===== src/rtl/packet_builder_if.sv =====
`default_nettype none
// +----------------------------------------------------------------------+
// | packet_builder_if : payload request + 32-bit word stream bundle       |
// | Revision 1.0                                                           |
// +----------------------------------------------------------------------+
interface packet_builder_if #(
  parameter int MAX_BYTES = 37
);
  logic [0:MAX_BYTES*8-1] pktData;
  logic [5:0]             pktLen;
  logic [15:0]            pktStream;
  logic                   pktIn_val;
  logic                   pktIn_ready;
  logic [31:0]            dataOut;
  logic                   dataOut_val;
  logic                   dataOut_ready;
  logic                   dataOut_last;
  logic                   lenErr;

  // Packet source / link consumer side
  modport master (
    output pktData, pktLen, pktStream, pktIn_val, dataOut_ready,
    input  pktIn_ready, dataOut, dataOut_val, dataOut_last, lenErr
  );

  // Builder side
  modport slave (
    input  pktData, pktLen, pktStream, pktIn_val, dataOut_ready,
    output pktIn_ready, dataOut, dataOut_val, dataOut_last, lenErr
  );
endinterface
`default_nettype wire


===== src/rtl/packet_builder.sv =====
`default_nettype none
// +----------------------------------------------------------------------+
// | packet_builder : stamps per-stream sequence numbers and serialises a  |
// | payload as header / sequence / data words on a valid-ready-last link. |
// | Revision 1.0                                                           |
// +----------------------------------------------------------------------+
module packet_builder #(
  parameter int MAX_BYTES   = 37,
  parameter int NUM_STREAMS = 32
) (
  input  logic             clk,
  input  logic             reset_b,
  packet_builder_if.slave  bus
);

  localparam int IDX_W     = $clog2(NUM_STREAMS);
  localparam int MAX_WORDS = (MAX_BYTES + 3) / 4;
  localparam int NW_W      = $clog2(MAX_WORDS + 1);
  // one spare word so the look-ahead past the final word stays in range
  localparam int PAD_BYTES = MAX_WORDS * 4 + 4;

  typedef enum logic [1:0] {
    IDLE      = 2'd0,
    SEND_HDR  = 2'd1,
    SEND_SEQ  = 2'd2,
    SEND_DATA = 2'd3
  } state_t;

  state_t                 state_q, state_d;
  logic [0:MAX_BYTES*8-1] data_q, data_d;
  logic [5:0]             len_q, len_d;
  logic [31:0]            seq_q, seq_d;
  logic [NW_W-1:0]        widx_q, widx_d;
  logic [31:0]            dout_q, dout_d;
  logic                   val_q, val_d;
  logic                   last_q, last_d;
  logic                   len_err_q, len_err_d;
  logic [31:0]            cnt_q [NUM_STREAMS];
  logic [31:0]            cnt_d [NUM_STREAMS];

  logic [IDX_W-1:0]       w_cnt_idx;
  logic [31:0]            w_new_seq;
  logic                   w_len_ok;
  logic                   w_handshake;
  logic [6:0]             w_nwords_full;
  logic [NW_W-1:0]        w_nwords;
  logic [NW_W-1:0]        w_word_sel;
  logic [NW_W+4:0]        w_word_off;
  logic [31:0]            w_word;
  logic [0:PAD_BYTES*8-1] w_pad;

  // Bytes past the packet length are zeroed so the tail word is clean.
  for (genvar k = 0; k < PAD_BYTES; k++) begin : g_pad
    if (k < MAX_BYTES) begin : g_live
      assign w_pad[8*k +: 8] = (len_q > 6'(k)) ? data_q[8*k +: 8] : 8'h00;
    end else begin : g_zero
      assign w_pad[8*k +: 8] = 8'h00;
    end
  end

  assign w_cnt_idx     = bus.pktStream[IDX_W-1:0];
  assign w_new_seq     = cnt_q[w_cnt_idx] + 32'd1;
  assign w_len_ok      = (bus.pktLen != 6'd0) && (bus.pktLen <= 6'(MAX_BYTES));
  assign w_handshake   = val_q & bus.dataOut_ready;
  assign w_nwords_full = ({1'b0, len_q} + 7'd3) >> 2;
  assign w_nwords      = w_nwords_full[NW_W-1:0];
  assign w_word_sel    = (state_q == SEND_SEQ) ? '0 : widx_q + NW_W'(1);
  assign w_word_off    = {w_word_sel, 5'b00000};
  assign w_word        = w_pad[w_word_off +: 32];

  always_comb begin
    state_d   = state_q;
    data_d    = data_q;
    len_d     = len_q;
    seq_d     = seq_q;
    widx_d    = widx_q;
    dout_d    = dout_q;
    val_d     = val_q;
    last_d    = last_q;
    len_err_d = 1'b0;
    cnt_d     = cnt_q;

    case (state_q)
      IDLE: begin
        if (bus.pktIn_val) begin
          if (w_len_ok) begin
            data_d             = bus.pktData;
            len_d              = bus.pktLen;
            seq_d              = w_new_seq;
            cnt_d[w_cnt_idx]   = w_new_seq;
            widx_d             = '0;
            dout_d             = {{10'd0, bus.pktLen} + 16'd8, bus.pktStream};
            val_d              = 1'b1;
            last_d             = 1'b0;
            state_d            = SEND_HDR;
          end else begin
            len_err_d = 1'b1;
          end
        end
      end
      SEND_HDR: begin
        if (w_handshake) begin
          dout_d  = seq_q;
          state_d = SEND_SEQ;
        end
      end
      SEND_SEQ: begin
        if (w_handshake) begin
          dout_d  = w_word;
          widx_d  = '0;
          last_d  = (w_nwords == NW_W'(1));
          state_d = SEND_DATA;
        end
      end
      SEND_DATA: begin
        if (w_handshake) begin
          if (last_q) begin
            dout_d  = '0;
            val_d   = 1'b0;
            last_d  = 1'b0;
            state_d = IDLE;
          end else begin
            dout_d = w_word;
            widx_d = w_word_sel;
            last_d = ((w_word_sel + NW_W'(1)) == w_nwords);
          end
        end
      end
      default: state_d = IDLE;
    endcase
  end

  always_ff @(posedge clk) begin
    if (!reset_b) begin
      state_q   <= IDLE;
      data_q    <= '0;
      len_q     <= '0;
      seq_q     <= '0;
      widx_q    <= '0;
      dout_q    <= '0;
      val_q     <= 1'b0;
      last_q    <= 1'b0;
      len_err_q <= 1'b0;
      cnt_q     <= '{default: '0};
    end else begin
      state_q   <= state_d;
      data_q    <= data_d;
      len_q     <= len_d;
      seq_q     <= seq_d;
      widx_q    <= widx_d;
      dout_q    <= dout_d;
      val_q     <= val_d;
      last_q    <= last_d;
      len_err_q <= len_err_d;
      cnt_q     <= cnt_d;
    end
  end

  assign bus.pktIn_ready  = (state_q == IDLE);
  assign bus.dataOut      = dout_q;
  assign bus.dataOut_val  = val_q;
  assign bus.dataOut_last = last_q;
  assign bus.lenErr       = len_err_q;

endmodule
`default_nettype wire

===== src/flat_wrapper.sv =====
// flat-port wrapper written by rule: the top's interface ports become plain ports
module packet_builder_flat 
#(
  parameter int MAX_BYTES   = 37,
  parameter int NUM_STREAMS = 32
)
  (clk, reset_b, bus_pktData, bus_pktLen, bus_pktStream, bus_pktIn_val, bus_dataOut_ready, bus_pktIn_ready, bus_dataOut, bus_dataOut_val, bus_dataOut_last, bus_lenErr);
  packet_builder_if #(.MAX_BYTES(MAX_BYTES)) bus_i ();
  input  logic clk;
  input  logic reset_b;
  input wire logic [$bits(bus_i.pktData)-1:0] bus_pktData;
  input wire logic [$bits(bus_i.pktLen)-1:0] bus_pktLen;
  input wire logic [$bits(bus_i.pktStream)-1:0] bus_pktStream;
  input wire logic [$bits(bus_i.pktIn_val)-1:0] bus_pktIn_val;
  input wire logic [$bits(bus_i.dataOut_ready)-1:0] bus_dataOut_ready;
  output wire logic [$bits(bus_i.pktIn_ready)-1:0] bus_pktIn_ready;
  output wire logic [$bits(bus_i.dataOut)-1:0] bus_dataOut;
  output wire logic [$bits(bus_i.dataOut_val)-1:0] bus_dataOut_val;
  output wire logic [$bits(bus_i.dataOut_last)-1:0] bus_dataOut_last;
  output wire logic [$bits(bus_i.lenErr)-1:0] bus_lenErr;
  assign bus_i.pktData = bus_pktData;
  assign bus_i.pktLen = bus_pktLen;
  assign bus_i.pktStream = bus_pktStream;
  assign bus_i.pktIn_val = bus_pktIn_val;
  assign bus_i.dataOut_ready = bus_dataOut_ready;
  assign bus_pktIn_ready = bus_i.pktIn_ready;
  assign bus_dataOut = bus_i.dataOut;
  assign bus_dataOut_val = bus_i.dataOut_val;
  assign bus_dataOut_last = bus_i.dataOut_last;
  assign bus_lenErr = bus_i.lenErr;
  packet_builder #(.MAX_BYTES(MAX_BYTES), .NUM_STREAMS(NUM_STREAMS)) u_core (.clk(clk), .reset_b(reset_b), .bus(bus_i));
endmodule

===== config.mk =====
export PLATFORM = sky130hd
export DESIGN_NAME = packet_builder_flat
export DESIGN_NICKNAME = d
export VERILOG_FILES = /design/src/rtl/packet_builder_if.sv /design/src/rtl/packet_builder.sv /design/src/flat_wrapper.sv
export SDC_FILE = /design/constraint.sdc
export NUM_CORES = 2
export LEC_CHECK = 0
export CAP_MARGIN = 10
export CORE_MARGIN = 5
export CORE_UTILIZATION = 35
export DETAILED_ROUTE_END_ITERATION = 12
export REMOVE_ABC_BUFFERS = 1
export SETUP_SLACK_MARGIN = 0.3
export SYNTH_ARGS = -nofsm -noshare
export SYNTH_HDL_FRONTEND = slang
export SYNTH_SLANG_ARGS = --single-unit

===== constraint.sdc =====
create_clock -name clk -period 7.38 [get_ports clk]
set_clock_uncertainty 0.2 [all_clocks]
set_input_delay 1.845 -clock clk [delete_from_list [all_inputs] [get_ports clk]]
set_output_delay 1.845 -clock clk [all_outputs]
set_load 0.02 [all_outputs]

### Yosys cells after proc, flatten, opt, wreduce, memory -nomap -nowiden

Index checks and enable logic that the tools add are counted.

| storage, ports and cells | value |
|---|---|
| register bits | 1399 |
| input bits | 322 |
| word-level logic and storage cells | 191 |

| operators by class | value |
|---|---|
| add/subtract/negate cells | 5 |
| magnitude comparators | 40 |
| eq/ne operators | 12 |
| shifts and indexed selects | 1 |
| muxes and demuxes | 76 |
| bitwise gates (word level) | 3 |
| reductions and logical operators | 13 |

Operator list:

| kind | count |
|---|---|
| $bwmux 1024 | 1 |
| $shiftx 352x10->353 | 1 |
| $mux 8 | 37 |
| $mux 32 | 9 |
| $bmux 32 s5 | 1 |
| $demux 32 s5 | 1 |
| $pmux 32 s4 | 1 |
| $gt 6x5->1 const B | 16 |
| $gt 6x4->1 const B | 8 |
| $add 32x1->32 const B | 1 |
| $gt 6x6->1 const B | 5 |
| $gt 6x3->1 const B | 4 |
| $mux 4 | 6 |
| $reduce_and 5->1 | 3 |
| $gt 6x1->1 const B | 2 |
| $gt 6x2->1 const B | 2 |
| $mux 2 | 6 |
| $pmux 4 s3 | 1 |
| $reduce_and 6->1 | 2 |
| $mux 1 | 10 |
| $ne 2x1->1 const B | 5 |
| $not 9->10 | 1 |
| $add 4x1->4 const B | 2 |
| $pmux 2 s4 | 1 |
| 20 further kinds | 24 |

### Depth between registers and ports, before layout

| depth | value |
|---|---|
| depth after elaboration | 7 |
| mapped depth | 21 |
| mapped depth without buffers | 13 |

### Least setup slack after synthesis

No wires, ideal clock.

| timing path | value |
|---|---|
| path type | input-to-reg |
| start point | input port bus_pktStream[0] |
| end point | register u_core.cnt_q[346] (netlist name) |
| setup time | 106 ps |
| arrival time | 5080 ps |
| required time | 7074 ps |
| setup slack | 1994 ps |
| stages | 19 |
| cells stage by stage | buf_2 -> or4b_1 -> buf_2 -> buf_4 -> o22ai_1 -> nor4_1 -> and2_1 -> clkbuf_1 -> inv_1 -> ha_1 -> inv_1 -> a21oi_1 -> nand3_1 -> or2_2 -> and4bb_1 -> buf_4 -> buf_2 -> nand3_1 -> o311ai_0 |

| on the way | value |
|---|---|
| word-level cells in the longest chain between the ends | 6 |
| elaborated cells on any way between the ends | 11 |
| classes of those cells | add/sub: 1; order compare: 2; mux: 6; bitwise: 1; reduce/logical: 1 |

Ends and longest elaborated chain:

| item | RTL line | source |
|---|---|---|
| start: declaration | flat_wrapper.sv:13 | `input wire logic [$bits(bus_i.pktStream)-1:0] bus_pktStream;` |
| $not 5->6 (implied by the code) * | packet_builder.sv:62, packet_builder.sv:90 |  |
| $bmux 32 s5 (tied with other cells) | packet_builder.sv:62 | `assign w_new_seq = cnt_q[w_cnt_idx] + 32'd1;` |
| $mux 32 (implied by the code) or $logic_and 1x1->1 (tied branches) | packet_builder.sv:62, packet_builder.sv:90 |  |
| $mux 32, on equally long branches | packet_builder.sv:62, packet_builder.sv:90 |  |
| $add 32x1->32 or $demux 32 s5 (tied branches) | packet_builder.sv:62, packet_builder.sv:90 |  |
| $bwmux 1024 * | packet_builder.sv:90 | `cnt_d[w_cnt_idx] = w_new_seq;` |
| end signal: assignment | packet_builder.sv:155 | `cnt_q <= cnt_d;` |
| end: declaration | packet_builder.sv:38 | `logic [31:0] cnt_q [NUM_STREAMS];` |

Every way passes the cells marked *; elsewhere a longest branch is shown, timed or not. The select of a mux whose other input is x is not followed.
A chain may end at the register's enable or synchronous reset.

### Final worst setup path

| timing path | value |
|---|---|
| start point | input port bus_pktStream[3] |
| end point | register u_core.cnt_q[310] (netlist name) |

Same word-level chain as after synthesis.

==> flow_metrics.env <==
export IMPL_rsz0062_at_grt="false"
export IMPL_yosysUniqueCellTypes=73
export IMPL_overflow=0
export IMPL_cts_made_buffers=149
export IMPL_slew_violations=0
export IMPL_worstSkewPairLatency_ns=0.83
export IMPL_fmax_mhz=152
export IMPL_routedWlPerCell_um=26.6
export IMPL_cts_tree="yes"
export IMPL_max_cap_viol_count=0
export IMPL_rrSetupSlack_ns=2.43
export IMPL_synth_edf_count=0
export IMPL_final_nets=7990
export IMPL_layout_worst_path_cycle_share=0.891
export IMPL_min_path_type="reg -> reg"
export IMPL_postCtsSetupBuffers=0
export IMPL_critPathBufInv=2
export IMPL_dieHeight_um=427
export IMPL_setup_tns_ns=0
export IMPL_hold_buffers=0
export IMPL_worst_slew_pin_slew_ns=1.25
export IMPL_setup_ws_ns=0.805
export IMPL_min_period_ns=6.57
export IMPL_dr_pass1_iters=7
export IMPL_max_slew_margin_rel=0.158
export IMPL_core_rowCount=153
export IMPL_viasPerCell=6.01
export IMPL_crit_slowest_cell="or4b_2"
export IMPL_ctsResizeCount=0
export IMPL_path_max_fanout=66
export IMPL_drive_gt1_frac=0.0836
export IMPL_ys_ff_latch=1399
export IMPL_initial_core_util=0.351
export IMPL_ys_seq_area_frac=0.460
export IMPL_port_buffers=357
export IMPL_cp_arrival_ns=7.00
export IMPL_hp_start="u_core.cnt_q[110]"
export IMPL_grt_usage=0.278
export IMPL_critical_path_cell_chain="clkdlybuf4s50_1 > or4b_2 > o22ai_1 > nor4_1 > nand2_1 > ha_1 > inv_1 > a21oi_1 > nand3_1 > nor3b_2 > and2_2 > o311ai_0"
export IMPL_ir_drop_mv=0.249
export IMPL_clockBufferDepth=3
export IMPL_core_sq_um=173000
export IMPL_status="finished, final reports clean"
export IMPL_synthArstFlopShare=0
export IMPL_power_density_nw_per_um2=256
export IMPL_clock_sinks=1399
export IMPL_finalHoldViolations=0
export IMPL_area_delta_synth_final_pct=18.2
export IMPL_holdPathStages=2
export IMPL_max_stage_delay_ns=1.06
export IMPL_die_width_um=427
export IMPL_critPathKind="in -> reg"
export IMPL_grt_max_degree=193
export IMPL_cpLargestDelayFamily="simple AND/OR/NAND/NOR gates"
export IMPL_placed_area_sq_um=66800
export IMPL_dp_slack_ns=0.228
export IMPL_cts_clk_slew_worst_paths_ns=0.06
export IMPL_crit_required_ns=7.80
export IMPL_netlist_area_sq_um=60900
export IMPL_ios=358
export IMPL_reg2regPathDepth=13
export IMPL_setup_viol=0
export IMPL_stdcell_area_sq_um=72000
export IMPL_reg2reg_to="u_core.bus.dataOut[2]"
export IMPL_vias=60700
export IMPL_r2r_start="u_core.state_q[0]"
export IMPL_grt_pass1_vias=55800
export IMPL_grt_pass1_wl_um=381000
export IMPL_synth_cells=7641
export IMPL_p_leak_nw=23.8
export IMPL_ys_warn_count=0
export IMPL_crit_path_start_kind="primary input"
export IMPL_place_congestion=0.956
export IMPL_die_area_sq_um=183000
export IMPL_routed_wl_um=269000
export IMPL_drt_iter0_markers=8839
export IMPL_route_detailed_drc=0
export IMPL_antenna_found_initial=10
export IMPL_hold_end="u_core.cnt_q[110]"
export IMPL_antenna_left=0
export IMPL_cts_htree_levels=4
export IMPL_crit_path_end_kind="flop"
export IMPL_synth_avg_cell_area_sq_um=7.97
export IMPL_synth_flop_cell="dfxtp_1"
export IMPL_cts_root_buf="clkbuf_16"
export IMPL_dp_hpwl_um=169000
## final cells by class
cell class	count	area, sq um
antenna	4	10.0
sequential	1399	28000
inverter	19	78.8
clock buffer	222	4390
tap	2325	2910
clock inverter	47	783
multi-input combinational	5499	30300
fill	17400	101000
timing repair buffer	591	5590
## state kept, by name (all words and copies together) (netlist names)
| register | cells |
|---|---|
| u_core.seq_q | 32 |
| u_core.len_q | 6 |
| u_core.data_q | 296 |
| u_core.bus.lenErr | 1 |
| u_core.bus.dataOut_last | 1 |
| u_core.state_q | 2 |
| u_core.widx_q | 4 |
| u_core.bus.dataOut | 32 |
| u_core.cnt_q | 1024 |
| u_core.bus.dataOut_val | 1 |
## cells in the final DEF (no fill, tap or decap), types with 19 or more instances in the layout
cell             Yosys  final
a21oi_1           1187   1187
a221oi_1           121    121
a22oi_1             19     19
buf_12               0     20
buf_4               33    213
clkbuf_1           548     38
clkbuf_16            0    152
clkbuf_8             0     33
clkdlybuf4s50_1      0    353
dfxtp_1           1399   1399
mux2i_1            482    482
nand2_1           1851   1823
nand2_2              1     29
nand3_1            797    792
nor2_1             152    121
nor2_4               0     28
nor3_1              33     33
nor4_1              62     62
o21ai_0            212    212
o21ai_2             30     30
o22ai_1            247    247
o311ai_0            64     64
## power by group
part | leakage [nW] | switching [W] | total [W] | internal, W
Combinational | 10.0 | 0.00162 | 0.00239 | 0.000775
Sequential | 11.3 | 0.000205 | 0.00805 | 0.00784
Clock | 2.51 | 0.00333 | 0.00800 | 0.00467
Total | 23.8 | 0.00515 | 0.0184 | 0.0133
## worst max-delay path by stage
| stage | start | end | depth (start not counted) |
|---|---|---|---|
| floorplan | reset_b | u_core.cnt_q[1018] | 4 |
| global placement | bus_pktStream[3] | u_core.cnt_q[982] | 13 |
| detailed placement | bus_pktStream[3] | u_core.cnt_q[246] | 12 |
| CTS | bus_pktStream[3] | u_core.cnt_q[122] | 12 |
| global route | bus_pktStream[3] | u_core.cnt_q[118] | 13 |
| finish | bus_pktStream[3] | u_core.cnt_q[310] | 12 |
## cells by family after synthesis
kind of cell,share of synthesized area
adders and majority gates,0.00185
AOI/OAI and AO/OA,0.186
buffers and inverters,0.0521
xor gates and xnor gates,0.00357
DFF,0.460
and+or+nand+nor,0.212
muxes,0.0851
## tightest hold or removal path, stage by stage (launching register included)
cell and delay, ns:
dfxtp_1 0.31, nand2_1 0.05, a21oi_1 0.05
## per-stage QoR
stage | instances | total power (W) | utilization | hold WS [ns]
final | 10100 | 0.0184 | 0.415 | 0.251
after global routing | 10100 | 0.0190 | 0.415 | 0.265
after CTS | 10100 | 0.0184 | 0.415 | 0.252
after detailed placement | 9832 | 0.0106 | 0.385 | 0.244
after global placement | 9832 | 0.0105 | 0.385 | 0.237
after floorplan | 6917 | 0.00946 | - | 0.231
## per-layer routing
metal / global-route usage / vias up / wire (um)
met1: 0.357 / 29000 / 103000
met2: 0.424 / 3890 / 116000
met3: 0.0642 / 950 / 30800
li1: - / 26900 / -
met5: 0.000806 / - / 26
met4: 0.167 / 4 / 18800
## synthesized netlist by cell type (all sizes together) (7+ instances only)
cell | n | share of area
ha | 9 | 0.0018
a22oi | 19 | 0.0023
xnor2 | 12 | 0.0017
a31oi | 7 | 0.00072
a221o | 15 | 0.0025
nor4 | 65 | 0.0070
dfxtp | 1399 | 0.46
clkbuf | 549 | 0.034
nor2 | 152 | 0.0094
a31o | 12 | 0.0017
nand3 | 798 | 0.066
a221oi | 121 | 0.017
inv | 19 | 0.0012
and2 | 9 | 0.00092
a21o | 10 | 0.0012
mux4 | 16 | 0.0059
o211ai | 8 | 0.00099
o22ai | 247 | 0.025
o31ai | 11 | 0.0014
nor3 | 41 | 0.0040
o221ai | 12 | 0.0017
mux2i | 482 | 0.079
buf | 175 | 0.017
nand2 | 1852 | 0.11
o21ai | 243 | 0.022
nand4 | 19 | 0.0022
a21oi | 1187 | 0.098
xor2 | 12 | 0.0018
o311ai | 64 | 0.0092
(Power assumes the default switching activity.)
